**src/rtl/seg_scan_pkg.sv**
```systemverilog
// Shared constants and types for the seven-segment scan decoder: anode strobe
// codes, active-low segment glyphs and the BCD digit type.
package seg_scan_pkg;

    typedef logic [3:0] bcd_t;

    localparam int NUM_DIGITS = 4;

    localparam logic [3:0] AN_DIG0  = 4'b0111;
    localparam logic [3:0] AN_DIG1  = 4'b1011;
    localparam logic [3:0] AN_DIG2  = 4'b1101;
    localparam logic [3:0] AN_DIG3  = 4'b1110;
    localparam logic [3:0] AN_BLANK = 4'b1111;

    // Full-byte glyphs, dp (bit 7) off; D8 is the four-segment 7 used by the driver.
    localparam logic [7:0] SEG_0 = 8'hC0;
    localparam logic [7:0] SEG_1 = 8'hF9;
    localparam logic [7:0] SEG_2 = 8'hA4;
    localparam logic [7:0] SEG_3 = 8'hB0;
    localparam logic [7:0] SEG_4 = 8'h99;
    localparam logic [7:0] SEG_5 = 8'h92;
    localparam logic [7:0] SEG_6 = 8'h82;
    localparam logic [7:0] SEG_7 = 8'hD8;
    localparam logic [7:0] SEG_8 = 8'h80;
    localparam logic [7:0] SEG_9 = 8'h90;

endpackage

```
**src/rtl/seg_scan_decoder_if.sv**
```systemverilog
// Bundle of the observed display bus (AN/seg) and the decoded frame status.
// master = the side that drives the display lines; slave = the decoder.
interface seg_scan_decoder_if;
    import seg_scan_pkg::*;

    logic [3:0] AN;
    logic [7:0] seg;
    bcd_t       digit0;
    bcd_t       digit1;
    bcd_t       digit2;
    bcd_t       digit3;
    logic       frame_done;
    logic [3:0] seg_err;
    logic       sync_err;
    logic       locked;
    logic [3:0] blank_mask;

    modport master (
        output AN, seg,
        input  digit0, digit1, digit2, digit3,
        input  frame_done, seg_err, sync_err, locked, blank_mask
    );

    modport slave (
        input  AN, seg,
        output digit0, digit1, digit2, digit3,
        output frame_done, seg_err, sync_err, locked, blank_mask
    );

endinterface

```
**src/rtl/seg_pattern_decode.sv**
```systemverilog
// Combinational lookup of an active-low segment byte to a BCD digit.
// The match is on all eight bits, so a lit decimal point makes the byte invalid.
module seg_pattern_decode
    import seg_scan_pkg::*;
(
    input  logic [7:0] seg,
    output logic       valid,
    output bcd_t       bcd
);

    always_comb begin
        valid = 1'b1;
        bcd   = 4'd0;
        case (seg)
            SEG_0:   bcd = 4'd0;
            SEG_1:   bcd = 4'd1;
            SEG_2:   bcd = 4'd2;
            SEG_3:   bcd = 4'd3;
            SEG_4:   bcd = 4'd4;
            SEG_5:   bcd = 4'd5;
            SEG_6:   bcd = 4'd6;
            SEG_7:   bcd = 4'd7;
            SEG_8:   bcd = 4'd8;
            SEG_9:   bcd = 4'd9;
            default: valid = 1'b0;
        endcase
    end

endmodule

```
**src/rtl/seg_scan_decoder.sv**
```systemverilog
// Reassembles a multiplexed four-digit seven-segment scan into stable digits.
// Define BLINK_DETECT_EN to build the per-slot blank tracking behind blank_mask.
module seg_scan_decoder
    import seg_scan_pkg::*;
#(
    parameter bit INPUT_REG = 1'b1
)
(
    input  logic              clk,
    input  logic              rst,
    seg_scan_decoder_if.slave bus
);

    logic [3:0] an_s;
    logic [7:0] seg_s;

    generate
        if (INPUT_REG) begin : g_in_reg
            logic [3:0] an_reg;
            logic [7:0] seg_reg;
            always_ff @(posedge clk or posedge rst) begin
                if (rst) begin
                    an_reg  <= AN_BLANK;
                    seg_reg <= 8'hFF;
                end else begin
                    an_reg  <= bus.AN;
                    seg_reg <= bus.seg;
                end
            end
            assign an_s  = an_reg;
            assign seg_s = seg_reg;
        end else begin : g_in_direct
            assign an_s  = bus.AN;
            assign seg_s = bus.seg;
        end
    endgenerate

    logic dec_valid;
    bcd_t dec_bcd;

    seg_pattern_decode u_decode (
        .seg   (seg_s),
        .valid (dec_valid),
        .bcd   (dec_bcd)
    );

    logic       one_hot;
    logic       is_blank;
    logic [1:0] strobe_idx;

    always_comb begin
        one_hot    = 1'b1;
        strobe_idx = 2'd0;
        is_blank   = (an_s == AN_BLANK);
        case (an_s)
            AN_DIG0: strobe_idx = 2'd0;
            AN_DIG1: strobe_idx = 2'd1;
            AN_DIG2: strobe_idx = 2'd2;
            AN_DIG3: strobe_idx = 2'd3;
            default: one_hot = 1'b0;
        endcase
    end

    logic [1:0] phase_reg, phase_next;
    logic       locked_reg, locked_next;
    logic       sync_err_reg, sync_next;
    logic       commit_reg, commit_next;
    logic       frame_done_reg;
    logic [1:0] slot;
    logic       write_strobe;
    logic       write_blank;

    // A real strobe names its own slot; blank and multi-hot cycles fall on the phase slot.
    always_comb begin
        slot         = one_hot ? strobe_idx : phase_reg;
        phase_next   = phase_reg;
        locked_next  = locked_reg;
        sync_next    = 1'b0;
        commit_next  = 1'b0;
        write_strobe = 1'b0;
        write_blank  = 1'b0;
        if (!locked_reg) begin
            if (one_hot && strobe_idx == 2'd0) begin
                locked_next  = 1'b1;
                phase_next   = 2'd1;
                write_strobe = 1'b1;
            end
        end else begin
            commit_next = (slot == 2'd3);
            if (one_hot) begin
                write_strobe = 1'b1;
                sync_next    = (strobe_idx != phase_reg);
                phase_next   = strobe_idx + 2'd1;
            end else if (is_blank) begin
                write_blank = 1'b1;
                phase_next  = phase_reg + 2'd1;
            end else begin
                sync_next  = 1'b1;
                phase_next = phase_reg + 2'd1;
            end
        end
    end

    always_ff @(posedge clk or posedge rst) begin
        if (rst) begin
            phase_reg      <= 2'd0;
            locked_reg     <= 1'b0;
            sync_err_reg   <= 1'b0;
            commit_reg     <= 1'b0;
            frame_done_reg <= 1'b0;
        end else begin
            phase_reg      <= phase_next;
            locked_reg     <= locked_next;
            sync_err_reg   <= sync_next;
            commit_reg     <= commit_next;
            frame_done_reg <= commit_reg;
        end
    end

    bcd_t       out_digit [NUM_DIGITS];
    logic [3:0] seg_err_vec;
    logic [3:0] blank_vec;

    // Commit runs one edge after the slot-3 write, so it copies the completed shadow.
    genvar gi;
    generate
        for (gi = 0; gi < NUM_DIGITS; gi++) begin : g_slot
            logic slot_hit;
            bcd_t shadow_digit_reg;
            bcd_t out_digit_reg;
            logic shadow_err_reg;
            logic out_err_reg;

            assign slot_hit = (slot == 2'(gi));

            always_ff @(posedge clk or posedge rst) begin
                if (rst) begin
                    shadow_digit_reg <= 4'd0;
                    shadow_err_reg   <= 1'b0;
                    out_digit_reg    <= 4'd0;
                    out_err_reg      <= 1'b0;
                end else begin
                    if (write_strobe && slot_hit) begin
                        if (dec_valid) begin
                            shadow_digit_reg <= dec_bcd;
                            shadow_err_reg   <= 1'b0;
                        end else begin
                            shadow_err_reg   <= 1'b1;
                        end
                    end
                    if (commit_reg) begin
                        out_digit_reg <= shadow_digit_reg;
                        out_err_reg   <= shadow_err_reg;
                    end
                end
            end

            assign out_digit[gi]   = out_digit_reg;
            assign seg_err_vec[gi] = out_err_reg;

`ifdef BLINK_DETECT_EN
            logic shadow_blank_reg;
            logic out_blank_reg;

            always_ff @(posedge clk or posedge rst) begin
                if (rst) begin
                    shadow_blank_reg <= 1'b0;
                    out_blank_reg    <= 1'b0;
                end else begin
                    if (write_strobe && slot_hit && dec_valid) begin
                        shadow_blank_reg <= 1'b0;
                    end else if (write_blank && slot_hit) begin
                        shadow_blank_reg <= 1'b1;
                    end
                    if (commit_reg) begin
                        out_blank_reg <= shadow_blank_reg;
                    end
                end
            end

            assign blank_vec[gi] = out_blank_reg;
`else
            assign blank_vec[gi] = 1'b0;
`endif
        end
    endgenerate

`ifndef BLINK_DETECT_EN
    logic unused_write_blank;
    assign unused_write_blank = write_blank;
`endif

    assign bus.digit0     = out_digit[0];
    assign bus.digit1     = out_digit[1];
    assign bus.digit2     = out_digit[2];
    assign bus.digit3     = out_digit[3];
    assign bus.seg_err    = seg_err_vec;
    assign bus.blank_mask = blank_vec;
    assign bus.frame_done = frame_done_reg;
    assign bus.sync_err   = sync_err_reg;
    assign bus.locked     = locked_reg;

endmodule

```
**src/flat_wrapper.sv**
```systemverilog
// flat-port wrapper written by rule: the top's interface ports become plain ports
module seg_scan_decoder_flat import seg_scan_pkg::*;
#(
    parameter bit INPUT_REG = 1'b1
)
  (clk, rst, bus_AN, bus_seg, bus_digit0, bus_digit1, bus_digit2, bus_digit3, bus_frame_done, bus_seg_err, bus_sync_err, bus_locked, bus_blank_mask);
  seg_scan_decoder_if bus_i ();
  input  logic clk;
  input  logic rst;
  input wire logic [$bits(bus_i.AN)-1:0] bus_AN;
  input wire logic [$bits(bus_i.seg)-1:0] bus_seg;
  output wire logic [$bits(bus_i.digit0)-1:0] bus_digit0;
  output wire logic [$bits(bus_i.digit1)-1:0] bus_digit1;
  output wire logic [$bits(bus_i.digit2)-1:0] bus_digit2;
  output wire logic [$bits(bus_i.digit3)-1:0] bus_digit3;
  output wire logic [$bits(bus_i.frame_done)-1:0] bus_frame_done;
  output wire logic [$bits(bus_i.seg_err)-1:0] bus_seg_err;
  output wire logic [$bits(bus_i.sync_err)-1:0] bus_sync_err;
  output wire logic [$bits(bus_i.locked)-1:0] bus_locked;
  output wire logic [$bits(bus_i.blank_mask)-1:0] bus_blank_mask;
  assign bus_i.AN = bus_AN;
  assign bus_i.seg = bus_seg;
  assign bus_digit0 = bus_i.digit0;
  assign bus_digit1 = bus_i.digit1;
  assign bus_digit2 = bus_i.digit2;
  assign bus_digit3 = bus_i.digit3;
  assign bus_frame_done = bus_i.frame_done;
  assign bus_seg_err = bus_i.seg_err;
  assign bus_sync_err = bus_i.sync_err;
  assign bus_locked = bus_i.locked;
  assign bus_blank_mask = bus_i.blank_mask;
  seg_scan_decoder #(.INPUT_REG(INPUT_REG)) u_core (.clk(clk), .rst(rst), .bus(bus_i));
endmodule
```
**config.mk**
```make
export PLATFORM = sky130hd
export DESIGN_NAME = seg_scan_decoder_flat
export DESIGN_NICKNAME = d
export VERILOG_FILES = /design/src/rtl/seg_scan_pkg.sv /design/src/rtl/seg_scan_decoder_if.sv /design/src/rtl/seg_pattern_decode.sv /design/src/rtl/seg_scan_decoder.sv /design/src/flat_wrapper.sv
export SDC_FILE = /design/constraint.sdc
export NUM_CORES = 1
export LEC_CHECK = 0
export ABC_AREA = 1
export CORE_UTILIZATION = 40
export CTS_CLUSTER_SIZE = 20
export DETAILED_ROUTE_END_ITERATION = 12
export GPL_ROUTABILITY_DRIVEN = 0
export MAX_ROUTING_LAYER = met4
export PLACE_DENSITY_LB_ADDON = 0.05
export SYNTH_ARGS = -nofsm -noshare
export SYNTH_HDL_FRONTEND = slang
export SYNTH_SLANG_ARGS = --single-unit
```
**constraint.sdc**
```tcl
create_clock -name clk -period 2.8 [get_ports clk]
set_clock_uncertainty 0.2 [all_clocks]
set_input_delay 0.42 -clock clk [delete_from_list [all_inputs] [get_ports clk]]
set_output_delay 0.42 -clock clk [all_outputs]
set_load 0.05 [all_outputs]
```
# After elaboration in Yosys (flattened, before gate mapping)

Index checks and enable logic that the tools add are counted.

Register bits: 58
Input bits: 14
Output and inout port bits: 27

Add/subtract/negate cells: 2
Multiplexer cells: 17
Eq/ne operators: 19
Reduce and logical (&&, ||, !) cells: 14

Operators by type and width:

| operator                                                               | number |
|---|---|
| 8-bit equality test (second input constant)                            | 10 |
| 4-bit case mux with 9 select lines                                     | 1 |
| 4-bit equality test (second input constant)                            | 4 |
| 1-bit 2-to-1 mux                                                       | 11 |
| 10-bit OR reduction                                                    | 1 |
| 2-bit 2-to-1 mux                                                       | 4 |
| 2-bit AND reduction                                                    | 4 |
| 2-bit case mux with 3 select lines                                     | 1 |
| 1-bit logical AND                                                      | 5 |
| 2-bit by 1-bit adder with 2-bit output (second input constant)         | 2 |
| 2-bit equality test (second input constant)                            | 2 |
| 4-bit by 3-bit equality test with 1-bit output (second input constant) | 1 |
| 2-bit logical NOT                                                      | 2 |
| 4-bit OR reduction                                                     | 1 |
| 2-bit by 1-bit equality test with 1-bit output (second input constant) | 1 |
| 2-bit != test                                                          | 1 |
| 2-bit nonzero test                                                     | 1 |

# Logic depth before layout (Yosys ltp)

Word-level depth: 8
Mapped depth: 13
Depth with buffers taken out: 13

# Modules after synthesis

From an unflattened synthesis, not the netlist that was laid out.

Cells, all modules: 276
Area total of the unflattened synthesis: 2648.8 µm²

Modules (own cells, without submodules):

| module             | sequential area each (µm²) | cells an instance | area an instance (µm²) | times used |
|---|---|---|---|---|
| seg_scan_decoder   | 1466.4                     | 218               | 2413.6                 | 1 |
| seg_pattern_decode | 0.0                        | 58                | 235.2                  | 1 |

# Least setup slack after synthesis

OpenSTA, ideal clock, no wires.

Path kind: reg2reg
Start: register u_core.g_in_reg.an_reg[0], in the netlist u_core.an_s[0]
End: register u_core.g_slot[0].shadow_digit_reg[1]
Required time: 2.483 ns
Path buffers: 0
Period minus slack after synthesis: 1.998 ns
Path slack: 0.802 ns
Stages on the path, launching flop included: 13
Arrival: 1.681 ns
Setup time: 0.117 ns
Cell sequence: dfstp_2 nand2_1 inv_2 nand2_1 nand2_2 inv_2 a31oi_1 ha_1 inv_1 nor2_4 nand2_1 nand2_1 nand2_1

Word-level cells in the longest chain between the ends: 8
Elaborated cells on any way between the ends: 16

RTL lines:

| element                                                                               | RTL line                                       | text |
|---|---|---|
| from (decl)                                                                           | seg_scan_decoder.sv:19                         | `logic [3:0] an_reg;` |
| from (signal assigned)                                                                | seg_scan_decoder.sv:26                         | `an_reg <= bus.AN;` |
| 4-bit equality test or 4-bit by 3-bit equality test with 1-bit output (tied branches) | seg_scan_decoder.sv:55                         | `case (an_s)` |
| 2-bit case mux with 3 select lines or 4-bit OR reduction (tied branches)              | n/a                                            |  |
| 2-bit logical NOT or 1-bit 2-to-1 mux (tied branches)                                 | seg_scan_decoder.sv:83, seg_scan_decoder.sv:55 |  |
| 1-bit logical AND                                                                     | seg_scan_decoder.sv:83                         | `if (one_hot && strobe_idx == 2'd0) begin` |
| 1-bit 2-to-1 mux                                                                      | seg_scan_decoder.sv:83                         |  |
| 1-bit 2-to-1 mux                                                                      | seg_scan_decoder.sv:82                         | `if (!locked_reg) begin` |
| 1-bit logical AND *                                                                   | seg_scan_decoder.sv:143                        | `if (write_strobe && slot_hit) begin` |
| 2-bit AND reduction (no line) *                                                       | n/a                                            |  |
| to (signal assigned)                                                                  | seg_scan_decoder.sv:138                        | `shadow_digit_reg <= 4'd0;` |
| to (signal assigned)                                                                  | seg_scan_decoder.sv:145                        | `shadow_digit_reg <= dec_bcd;` |
| to (decl)                                                                             | seg_scan_decoder.sv:129                        | `bcd_t shadow_digit_reg;` |

Mark *: on every way between the ends. The rest lies on a longest branch, timed or not.
A chain may end at the register's enable or synchronous reset.

# Final worst setup path

Start: register u_core.g_in_reg.an_reg[0], in the netlist u_core.an_s[0]
End: register u_core.g_slot[0].shadow_digit_reg[3]

The elaborated chain is that of the path after synthesis.

==> impl_metrics.tcl <==
set metrics [dict create \
    io_pins 41 \
    synth-seq-area-share_pct 56.2 \
    synthArstFlopShare_pct 100 \
    critPathRequiredTime_ns 2.83 \
    drt_iter0_markers 85 \
    dpl_worst_slack_ns 0.542 \
    final_cells 385 \
    die_x_um 82.8 \
    fin_util_pct 51.2 \
    irDropWorstVdd_v 0.000457 \
    synth_cell_types 27 \
    yosys_warnings 0 \
    cts_buffer_depth 2 \
    crit_chain "nand2_1 -> inv_2 -> nand2_1 -> nand2_2 -> inv_2 -> a31oi_1 -> ha_1 -> inv_1 -> nor2_4 -> nand2_1 -> nand2_1 -> nand2_1" \
    hold_viol_final 0 \
    start_util_pct 41.3 \
    cts_resized 0 \
    path_clk_slew_ns 0.07 \
    yosysTopAreaCellShare_pct 44.1 \
    drive_above_1_share_pct 24.7 \
    rr_worst_depth 12 \
    grt_first_pass_wirelength_um 7520 \
    clk_latency_ns 0.34 \
    numCtsBuffers 9 \
    core_area_sq_mm 0.00631 \
    leakage_nw 1.61 \
    cts_setup_buffers 0 \
    drv_cap 0 \
    tritoncts "built" \
    timing.final.crit_share_pct 80.5 \
    synth.most_common_cell "nand2_1" \
    placedCellCount 369 \
    finalSetupViolCount 0 \
    htree_levels 3 \
    synth_area_leaders "dfrtp_1, dfstp_2, nand2_1, mux2_2, nand3_1" \
    rsz0062_at_grt "no" \
    grt_antenna_before_repair 0 \
    grt_pass1_vias 1680 \
    crit_fanout 5 \
    wl_um 4390 \
    avgSynthCellArea_sq_um 9.92 \
    finalWorstSetupSlack_ns 0.545 \
    syn-cell-area_sq_mm 0.00261 \
    drc 0 \
    worst_pin_slew_ns 0.882 \
    min_period_ns 2.25 \
    num_rows 29 \
    status "completed" \
    ant_nets 0 \
    dr.pass1.iters 4 \
    hold_slack_ns 0.249 \
    tns_ns 0 \
    p_per_area_mw_per_mm2 741 \
    arrival_ns 2.29 \
    avgViaCountPerCell 4.59 \
    cts_sinks 58 \
    clock.fmax_mhz 444 \
    grt.overflow.total 0 \
    dpl.hpwl_um 2950 \
    yosys.area.top_type "dfrtp_1" \
    vias 1768 \
    gr-usage-all-layers_pct 15.8 \
    path_class "flip-flop to flip-flop" \
    slew_headroom_pct 41.2 \
    syn_inst 263 \
    slowest_stage "dfstp_2" \
    die_y_um 82.8 \
    ys_top_cells_by_count "nand2_1, dfrtp_1, inv_1, nand3_1" \
    synth_flop_cell "dfrtp_1" \
    worstSetupStartpointType "flip-flop" \
    port_buffers 36 \
    synth_seq_cells 58 \
    max_stage_delay_ns 0.54 \
    cts_root_buf "clkbuf_8" \
    crit_path_frequent_cell "nand2_1" \
    largest_register_ffs 16 \
    critPathCaptureType "flip-flop" \
    wl_per_cell_um 11.4 \
    cts_hold_buf 0 \
    synth_edf_count 0 \
    hp-class "input port to asynchronous set/reset pin" \
    maxSlewViolCount 0 \
    fin_nets 321 \
    grt_max_degree 59 \
    die_area_sq_mm 0.00685 \
    area_growth_pct 23.9 \
    n_antenna_cell 0 \
]
-- layout make-up --
class | instances | area [sq um]
well taps | 77 | 96.3
repair buffers | 38 | 388
multi-input cells | 169 | 963
inverters | 27 | 101
flip-flops and latches | 58 | 1470
clock buffers | 11 | 141
clock inverters | 5 | 77.6
fillers | 598 | 3080
-- cell usage in the layout (no fill, tap or decap) --
cell,count
nand2_1,63
dfrtp_1,46
clkdlybuf4s50_1,36
nand3_1,21
mux2_2,20
inv_1,20
nor2_1,20
dfstp_2,12
nand2_2,10
clkbuf_8,10
inv_2,7
nor2_4,4
o21ai_1,4
ha_1,4
conb_1,4
nand4_1,3
nor2_2,3
nand3_2,2
and2_1,2
a21oi_1,2
o21ai_0,2
bufinv_16,2
clkinv_2,2
nand2_4,1
a31oi_1,1
nor4_1,1
xnor2_1,1
o22ai_1,1
clkinvlp_4,1
clkbuf_1,1
buf_4,1
buf_12,1
-- metal layers --
layer  vias up  GRT usage (%)  share of wire [%]  wire length [um]
met5         -              -                  0                 0
met4         0           9.31                2.4               105
met3        12           5.25                4.2               183
met2        39           21.3                 42              1850
met1       808           20.4                 51              2250
li1        909              -                  -                 -
-- kinds of logic (layout without fill, tap and decap cells) --
group | after synthesis | in the layout | synth area share, %
flip-flops | 58 | 58 | 56.2
AO/OA/AOI/OAI | 10 | 10 | 2.01
AND/OR/NAND/NOR | 130 | 130 | 23.4
multiplexers | 20 | 20 | 8.63
buffers and inverters | 39 | 81 | 7.33
other | 1 | 4 | 0.144
XOR/XNOR | 1 | 1 | 0.336
adder cells (fa/ha/maj) | 4 | 4 | 1.92
-- worst paths after layout --
kind | startpoint | to | slack (ns)
max | u_core.an_s[0] | u_core.g_slot[0].shadow_digit_reg[3] | 0.55
min | rst | u_core.bus.digit2[0] | 0.25
max reg2reg | u_core.an_s[0] | u_core.g_slot[0].shadow_digit_reg[3] | 0.55
min reg2reg | u_core.g_slot[3].shadow_digit_reg[1] | u_core.g_slot[3].shadow_digit_reg[1] | 0.27
max in group asynchronous | rst | u_core.an_s[2] | 1.86
min in group clk | u_core.g_slot[3].shadow_digit_reg[1] | u_core.g_slot[3].shadow_digit_reg[1] | 0.27
-- per-stage QoR --
stage	cell area (sq um)	total power, W
finish	3230	0.00240
floorplan	2620	0.00145
global route	3230	0.00253
global placement	3020	0.00155
CTS	3230	0.00243
detailed placement	3020	0.00155
-- critical path, delay by kind of cell (launching register included) --
kind | cells | cell delay (ns)
buffers and inverters | 3 | 0.18
flip-flops | 1 | 0.54
adder cells (fa/ha/maj) | 1 | 0.24
AND/OR/NAND/NOR | 7 | 0.68
AO/OA/AOI/OAI | 1 | 0.31
-- power by group --
group | leakage [nW] | internal (W) | switching, W | total [W]
sequential | 0.738 | 0.000940 | 0.0000830 | 0.00102
clock | 0.109 | 0.000522 | 0.000340 | 0.000863
combinational | 0.765 | 0.000202 | 0.000308 | 0.000510
total | 1.61 | 0.00166 | 0.000731 | 0.00240
No activity file was read; power rests on OpenSTA's default activity.
